`src/rtl/accel_cmd_sequencer_if.sv`:
```
// Host command channel into the accelerator command sequencer.
//   cmd_data  : 32-bit configuration/trigger word from the host
//   cmd_valid : host word valid
//   cmd_ready : sequencer FIFO can accept a word this cycle
// master = host side, slave = sequencer side.
interface accel_cmd_sequencer_if;
  logic [31:0] cmd_data;
  logic        cmd_valid;
  logic        cmd_ready;

  modport master (output cmd_data, output cmd_valid, input cmd_ready);
  modport slave  (input cmd_data, input cmd_valid, output cmd_ready);
endinterface

```
`src/rtl/accel_cmd_sequencer.sv`:
```
// Command sequencer in front of the accelerator top. Buffers host words in a
// FIFO, issues them one per cycle onto `instruction`, parks after each trigger
// word until `accel_done`, then re-arms the accelerator with a reset pulse.
// Ports:
//   clk, rst_n        : clock, asynchronous active-low reset
//   cmd               : host command channel (slave side)
//   instruction       : registered word to the accelerator, 0 when idle
//   accel_rst_ext     : registered reset/re-arm to the accelerator
//   accel_done        : accelerator layer completion
//   busy              : low only while issuing with an empty FIFO
//   layer_done        : one-cycle pulse when a layer ends (done or timeout)
//   layers_completed  : successful layer count, wraps
//   err_bad_opcode    : sticky, a non-zero non-EXTEND word was popped
//   err_timeout       : sticky, watchdog aborted a layer
//   fifo_level        : current FIFO occupancy
module accel_cmd_sequencer #(
  parameter int unsigned FIFO_DEPTH     = 16,
  parameter int unsigned REARM_CYCLES   = 2,
  parameter int unsigned TIMEOUT_CYCLES = 1048576
) (
  input  logic                          clk,
  input  logic                          rst_n,
  accel_cmd_sequencer_if.slave          cmd,
  output logic [31:0]                   instruction,
  output logic                          accel_rst_ext,
  input  logic                          accel_done,
  output logic                          busy,
  output logic                          layer_done,
  output logic [15:0]                   layers_completed,
  output logic                          err_bad_opcode,
  output logic                          err_timeout,
  output logic [$clog2(FIFO_DEPTH):0]   fifo_level
);

  localparam int unsigned PTR_W  = $clog2(FIFO_DEPTH);
  localparam int unsigned LVL_W  = PTR_W + 1;
  localparam int unsigned RCNT_W = $clog2(REARM_CYCLES + 1);
  localparam int unsigned WCNT_W = (TIMEOUT_CYCLES > 0) ? $clog2(TIMEOUT_CYCLES + 1) : 1;

  localparam logic [6:0]        OP_EXTEND  = 7'b0001011;
  localparam logic [4:0]        RD_TRIGGER = 5'b11111;
  localparam logic [LVL_W-1:0]  LVL_FULL   = LVL_W'(FIFO_DEPTH);
  localparam logic [RCNT_W-1:0] RCNT_LOAD  = RCNT_W'(REARM_CYCLES);
  // Watchdog fires at the end of WAIT_DONE cycle number TIMEOUT_CYCLES.
  localparam logic [WCNT_W-1:0] WAIT_LAST  =
    (TIMEOUT_CYCLES != 0) ? WCNT_W'(TIMEOUT_CYCLES - 1) : '0;

  typedef enum logic [1:0] {
    ST_REARM = 2'd0,
    ST_ISSUE = 2'd1,
    ST_WAIT  = 2'd2
  } state_e;

  state_e             state_q, state_d;
  logic [RCNT_W-1:0]  rcnt_q, rcnt_d;
  logic [WCNT_W-1:0]  wcnt_q, wcnt_d;
  logic [31:0]        instr_q, instr_d;
  logic               rst_ext_q, rst_ext_d;
  logic               layer_done_q, layer_done_d;
  logic [15:0]        layers_q, layers_d;
  logic               err_bad_q, err_bad_d;
  logic               err_to_q, err_to_d;
  logic               busy_q, busy_d;
  logic [PTR_W-1:0]   wr_ptr_q, wr_ptr_d;
  logic [PTR_W-1:0]   rd_ptr_q, rd_ptr_d;
  logic [LVL_W-1:0]   level_q, level_d;
  logic [31:0]        mem_q [FIFO_DEPTH];

  logic        push;
  logic        pop;
  logic [31:0] head;
  logic        head_is_ext;
  logic        head_is_trig;

  assign cmd.cmd_ready = (level_q < LVL_FULL);
  assign push          = cmd.cmd_valid && cmd.cmd_ready;
  assign head          = mem_q[rd_ptr_q];
  assign head_is_ext   = (head[6:0] == OP_EXTEND);
  assign head_is_trig  = head_is_ext && (head[11:7] == RD_TRIGGER);

  // FIFO storage, no reset needed: occupancy is tracked by the pointers.
  always_ff @(posedge clk) begin
    if (push) begin
      mem_q[wr_ptr_q] <= cmd.cmd_data;
    end
  end

  // Sequencer next-state and registered outputs.
  always_comb begin
    state_d      = state_q;
    rcnt_d       = rcnt_q;
    wcnt_d       = wcnt_q;
    instr_d      = '0;
    rst_ext_d    = rst_ext_q;
    layer_done_d = 1'b0;
    layers_d     = layers_q;
    err_bad_d    = err_bad_q;
    err_to_d     = err_to_q;
    pop          = 1'b0;

    case (state_q)
      ST_REARM: begin
        rst_ext_d = 1'b1;
        if (rcnt_q <= RCNT_W'(1)) begin
          state_d   = ST_ISSUE;
          rst_ext_d = 1'b0;
        end else begin
          rcnt_d = rcnt_q - RCNT_W'(1);
        end
      end

      ST_ISSUE: begin
        rst_ext_d = 1'b0;
        if (level_q != '0) begin
          pop = 1'b1;
          if (head_is_ext) begin
            instr_d = head;
            if (head_is_trig) begin
              state_d = ST_WAIT;
              wcnt_d  = '0;
            end
          end else if (head != '0) begin
            err_bad_d = 1'b1;
          end
        end
      end

      ST_WAIT: begin
        // Saturate so a disabled watchdog never wraps back into the mask cycle.
        if (wcnt_q != '1) begin
          wcnt_d = wcnt_q + WCNT_W'(1);
        end
        // wcnt_q == 0 is the first WAIT cycle: a stale done is masked there.
        if ((wcnt_q != '0) && accel_done) begin
          state_d      = ST_REARM;
          rcnt_d       = RCNT_LOAD;
          rst_ext_d    = 1'b1;
          layer_done_d = 1'b1;
          layers_d     = layers_q + 16'd1;
        end else if ((TIMEOUT_CYCLES != 0) && (wcnt_q == WAIT_LAST)) begin
          state_d      = ST_REARM;
          rcnt_d       = RCNT_LOAD;
          rst_ext_d    = 1'b1;
          layer_done_d = 1'b1;
          err_to_d     = 1'b1;
        end
      end

      default: begin
        state_d   = ST_REARM;
        rcnt_d    = RCNT_LOAD;
        rst_ext_d = 1'b1;
      end
    endcase

    wr_ptr_d = push ? (wr_ptr_q + PTR_W'(1)) : wr_ptr_q;
    rd_ptr_d = pop  ? (rd_ptr_q + PTR_W'(1)) : rd_ptr_q;
    level_d  = level_q + LVL_W'(push) - LVL_W'(pop);
    busy_d   = !((state_d == ST_ISSUE) && (level_d == '0));
  end

  // State and output registers.
  always_ff @(posedge clk or negedge rst_n) begin
    if (!rst_n) begin
      state_q      <= ST_REARM;
      rcnt_q       <= RCNT_LOAD;
      wcnt_q       <= '0;
      instr_q      <= '0;
      rst_ext_q    <= 1'b1;
      layer_done_q <= 1'b0;
      layers_q     <= '0;
      err_bad_q    <= 1'b0;
      err_to_q     <= 1'b0;
      busy_q       <= 1'b1;
      wr_ptr_q     <= '0;
      rd_ptr_q     <= '0;
      level_q      <= '0;
    end else begin
      state_q      <= state_d;
      rcnt_q       <= rcnt_d;
      wcnt_q       <= wcnt_d;
      instr_q      <= instr_d;
      rst_ext_q    <= rst_ext_d;
      layer_done_q <= layer_done_d;
      layers_q     <= layers_d;
      err_bad_q    <= err_bad_d;
      err_to_q     <= err_to_d;
      busy_q       <= busy_d;
      wr_ptr_q     <= wr_ptr_d;
      rd_ptr_q     <= rd_ptr_d;
      level_q      <= level_d;
    end
  end

  assign instruction      = instr_q;
  assign accel_rst_ext    = rst_ext_q;
  assign busy             = busy_q;
  assign layer_done       = layer_done_q;
  assign layers_completed = layers_q;
  assign err_bad_opcode   = err_bad_q;
  assign err_timeout      = err_to_q;
  assign fifo_level       = level_q;

endmodule

```
`src/flat_wrapper.sv`:
```
// flat-port wrapper written by rule: the top's interface ports become plain ports
module accel_cmd_sequencer_flat 
#(
  parameter int unsigned FIFO_DEPTH     = 16,
  parameter int unsigned REARM_CYCLES   = 2,
  parameter int unsigned TIMEOUT_CYCLES = 1048576
)
  (clk, rst_n, instruction, accel_rst_ext, accel_done, busy, layer_done, layers_completed, err_bad_opcode, err_timeout, fifo_level, cmd_cmd_data, cmd_cmd_valid, cmd_cmd_ready);
  accel_cmd_sequencer_if cmd_i ();
  input  logic clk;
  input  logic rst_n;
  output logic [31:0] instruction;
  output logic accel_rst_ext;
  input  logic accel_done;
  output logic busy;
  output logic layer_done;
  output logic [15:0] layers_completed;
  output logic err_bad_opcode;
  output logic err_timeout;
  output logic [$clog2(FIFO_DEPTH):0] fifo_level;
  input wire logic [$bits(cmd_i.cmd_data)-1:0] cmd_cmd_data;
  input wire logic [$bits(cmd_i.cmd_valid)-1:0] cmd_cmd_valid;
  output wire logic [$bits(cmd_i.cmd_ready)-1:0] cmd_cmd_ready;
  assign cmd_i.cmd_data = cmd_cmd_data;
  assign cmd_i.cmd_valid = cmd_cmd_valid;
  assign cmd_cmd_ready = cmd_i.cmd_ready;
  accel_cmd_sequencer #(.FIFO_DEPTH(FIFO_DEPTH), .REARM_CYCLES(REARM_CYCLES), .TIMEOUT_CYCLES(TIMEOUT_CYCLES)) u_core (.clk(clk), .rst_n(rst_n), .cmd(cmd_i), .instruction(instruction), .accel_rst_ext(accel_rst_ext), .accel_done(accel_done), .busy(busy), .layer_done(layer_done), .layers_completed(layers_completed), .err_bad_opcode(err_bad_opcode), .err_timeout(err_timeout), .fifo_level(fifo_level));
endmodule
```
`config.mk`:
```
export PLATFORM = sky130hd
export DESIGN_NAME = accel_cmd_sequencer_flat
export DESIGN_NICKNAME = d
export VERILOG_FILES = /design/src/rtl/accel_cmd_sequencer_if.sv /design/src/rtl/accel_cmd_sequencer.sv /design/src/flat_wrapper.sv
export SDC_FILE = /design/constraint.sdc
export NUM_CORES = 1
export LEC_CHECK = 0
export CAP_MARGIN = 40
export CORE_AREA = 2 2 339 240
export CTS_BUF_LIST = sky130_fd_sc_hd__clkbuf_8
export DETAILED_ROUTE_END_ITERATION = 12
export DIE_AREA = 0 0 341 242
export GPL_TIMING_DRIVEN = 0
export PLACE_DENSITY = 0.52
export SYNTH_ARGS = -nofsm -noshare
export SYNTH_HDL_FRONTEND = slang
export SYNTH_SLANG_ARGS = --single-unit
```
`constraint.sdc`:
```
create_clock -name clk -period 5.1 [get_ports clk]
set_input_delay 1.275 -clock clk [delete_from_list [all_inputs] [get_ports clk]]
set_output_delay 1.275 -clock clk [all_outputs]
set_load 0.1 [all_outputs]
```
==> impl_metrics.json <==
{
  "cts_tree": "yes",
  "pre_cts_ws_ns": 0.560,
  "dieArea_um2": 82500,
  "die_h_um": 242,
  "outcome": "complete, no violations",
  "hold_buffers": 0,
  "leakagePower_nw": 10.0,
  "core_um2": 79600,
  "clockBufferDepth": 3,
  "first_pass_iters": 7,
  "syn_inst": 1209,
  "synth-edff-count": 512,
  "nets": 1543,
  "die_x_um": 341,
  "critPathRequiredTime_ns": 5.67,
  "place_inst": 2456,
  "grt_overflow": 0,
  "drt_iter0_drc": 987,
  "place.gp.congestion": 0.773,
  "period_minus_slack_ns": 4.48,
  "htreeDepth": 3,
  "grt_max_degree": 42,
  "yosys_warnings": 0,
  "fin_skew_ns": 0.0355,
  "ys_async_sr_fraction_pct": 15.1,
  "critPathSlowestCell": "nor4_1",
  "synth.distinct_cells": 62,
  "crit_fanout": 10,
  "period_share_pct": 87.9,
  "synth_area_leader_cell": "edfxtp_1",
  "post_cts_buffers": 0,
  "drv_cap": 0,
  "crit_top_cell": "buf_4",
  "syn-mean-instance-area_um2": 19.6,
  "yosys_register_bits": 603,
  "synthFlopType": "edfxtp_1",
  "path_clk_slew_ns": 0.06,
  "rows": 87,
  "power_w": 0.0146,
  "slew_headroom_pct": 41.2,
  "portBuffers": 94,
  "vias_per_cell": 4.80,
  "drive_gt1_share_pct": 26.2,
  "utilization_pct": 36.8,
  "cts_made_buffers": 97,
  "max_stage_delay_ns": 0.64,
  "antenna_found_initial": 5,
  "hold_violations": 0,
  "grtUsageTotal_pct": 14.8,
  "synth.top_cells.by_area": "edfxtp_1 65%, mux4_2 12%, dfrtp_1 9.3%",
  "rsz0062_at_grt": "no",
  "crit_path_cell_trace": "buf_4 -> buf_4 -> buf_4 -> buf_2 -> buf_1 -> mux4_2 -> mux4_2 -> nor4_1 -> nand2_1 -> nor4_1 -> nor2_1",
  "antenna_left": 0,
  "instances_no_fill": 2633,
  "crit_buf_inv": 5,
  "synth_area_um2": 23600,
  "syn2layout_area_growth_pct": 23.7,
  "cp.arrival_ns": 5.05,
  "cp-start-kind": "flip-flop",
  "yosys.area.top_type_share_pct": 65.0,
  "worst_slack_ns": 0.618,
  "min_path_type": "reg -> reg",
  "grt_first_pass_wirelength_um": 89400,
  "crit_path_end_kind": "flip-flop",
  "clk_latency_ns": 0.70,
  "routed_wl_um": 61100,
  "path_delay_family": "buffers and inverters",
  "setup-violations-final": 0,
  "cts_num_sinks": 603,
  "worstMarginPinSlew_ns": 0.881,
  "final.setup.tns_ns": 0,
  "ys_seq_area_share_pct": 74.7,
  "powerDensity_nw_per_um2": 498,
  "slew_viol_final": 0,
  "vias": 12628,
  "worstSetupPathType": "reg -> reg",
  "wl_per_cell_um": 23.2,
  "cts_resized": 0,
  "dp_hpwl_um": 38000,
  "fmax_mhz": 223,
  "drc": 0,
  "ios": 95,
  "start_util_pct": 29.7,
  "root_buffer": "clkbuf_8",
  "grt_pass1_vias": 13095,
  "worst_ir_drop_vdd_mv": 0.213
}
-- layout by cell type (no fill, tap or decap), drive strengths merged, types with 5 or more instances in the layout --
cell type      Yosys  routed
nand4             10      10
dfrtp             88      88
a221oi            13      13
clkdlybuf4s50      0      93
and2              19      19
nand2             47      47
a31oi              7       7
nor4b             13      13
nand3             27      27
a21o               7       7
inv               32      70
and3               7       7
nor3              14      14
nor4              20      20
nor2b             24      24
xnor2             19      19
and4               5       5
edfxtp           512     512
a21oi             12      12
xor2               6       6
mux2i             18      18
o31ai              8       8
mux4             125     125
a31o               7       7
a22o              11      11
mux2               5       5
o21ai              8       8
buf               41     124
a22oi              7       7
clkbuf            13     123
nor2              28      28
ha                19      19
clkinv             0      23
-- metal layers --
layer / up-vias / global-route usage [%] / share of wire (%)
li1: 5477 / - / -
met1: 6682 / 21.2 / 46
met2: 371 / 23.2 / 47
met3: 94 / 3.11 / 5.6
met4: 4 / 3.36 / 1.8
met5: - / 0 / 0.041
-- sequential cells by signal, summed over array words and instances (netlist names) --
| signal | cells |
|---|---|
| u_core.accel_rst_ext | 1 |
| u_core.mem_q | 512 |
| u_core.err_bad_opcode | 1 |
| u_core.rd_ptr_q | 4 |
| u_core.state_q | 2 |
| u_core.instruction | 32 |
| u_core.layers_completed | 16 |
| u_core.wcnt_q | 21 |
| u_core.rcnt_q | 2 |
| u_core.err_timeout | 1 |
| u_core.busy | 1 |
| u_core.fifo_level | 5 |
| u_core.layer_done | 1 |
| u_core.wr_ptr_q | 4 |
-- synthesized netlist by cell type (all sizes together), types with 2 or more instances --
cell    count
a41oi       4
clkbuf     13
a22o       11
dfrtp      88
nor4       20
a41o        2
mux2        5
xnor2      19
nand2b      3
mux2i      18
nor4b      13
nor2       28
xor2        6
a31o        7
and4        5
a21o        7
a31oi       7
ha         19
nor3       14
edfxtp    512
o31ai       8
a22oi       7
nor2b      24
a221oi     13
dfstp       3
nand2      47
and3        7
o21ai       8
or4         3
nor3b       2
o211ai      2
nand3      27
inv        32
nand4      10
a21oi      12
buf        41
mux4      125
o21a        2
and2       19
or3b        2
-- power breakdown --
group / internal, W / switching, W / leakage, nW / total, W
sequential: 0.00572 / 0.000122 / 5.83 / 0.00584
combinational: 0.00199 / 0.00270 / 3.09 / 0.00469
clock: 0.00212 / 0.00192 / 1.10 / 0.00404
total: 0.00984 / 0.00474 / 10.0 / 0.0146
-- worst reg2reg max path: stages, from the launching register on --
cell	delay, ns
dfrtp_1	0.46
buf_4	0.27
buf_4	0.30
buf_4	0.28
buf_2	0.34
buf_1	0.62
mux4_2	0.42
mux4_2	0.49
nor4_1	0.64
nand2_1	0.23
nor4_1	0.23
nor2_1	0.08
-- per-stage QoR --
stage	area [um2]	hold WS, ns
after floorplan	23700	0.487
after global placement	25900	0.463
after detailed placement	27400	0.485
after CTS	29300	0.435
after global routing	29300	0.463
final	29300	0.486
-- cell families (layout without fill, tap and decap cells) --
kind of cell | Yosys count | after routing | synth area share (%)
compound gates | 97 | 97 | 3.18
other cells | 1 | 5 | 0.0159
xor+xnor | 25 | 25 | 0.926
fa+ha+maj | 20 | 20 | 1.09
mux | 148 | 148 | 12.9
buf+inv | 86 | 438 | 1.83
flops | 603 | 603 | 74.7
simple gates | 229 | 229 | 5.38
-- final timing paths --
check | start | slack (ns) | end | cells after the start
setup / recovery | u_core.rd_ptr_q[1]$_DFFE_PN0P_ | 0.62 | u_core.err_bad_opcode$_DFFE_PN0P_ | 11
hold / removal | u_core.layers_completed[15]$_DFFE_PN0P_ | 0.49 | u_core.layers_completed[15]$_DFFE_PN0P_ | 1
setup reg to reg | u_core.rd_ptr_q[1]$_DFFE_PN0P_ | 0.62 | u_core.err_bad_opcode$_DFFE_PN0P_ | 11
hold reg to reg | u_core.layers_completed[15]$_DFFE_PN0P_ | 0.49 | u_core.layers_completed[15]$_DFFE_PN0P_ | 1
max in group asynchronous | rst_n | 3.82 | u_core.instruction[21]$_DFF_PN0_ | 3
min in group asynchronous | rst_n | 0.50 | u_core.wcnt_q[5]$_DFFE_PN0P_ | 1
-- area by class of cell --
type	count	area (um2)
fill	7311	50300
sequential	603	17700
multi-input combinational	523	5590
timing repair buffer	176	2360
clock buffer	110	1510
tap	1068	1340
clock inverter	66	365
buffer	54	313
inverter	32	120
antenna	1	2.50
(Power assumes the default switching activity.)
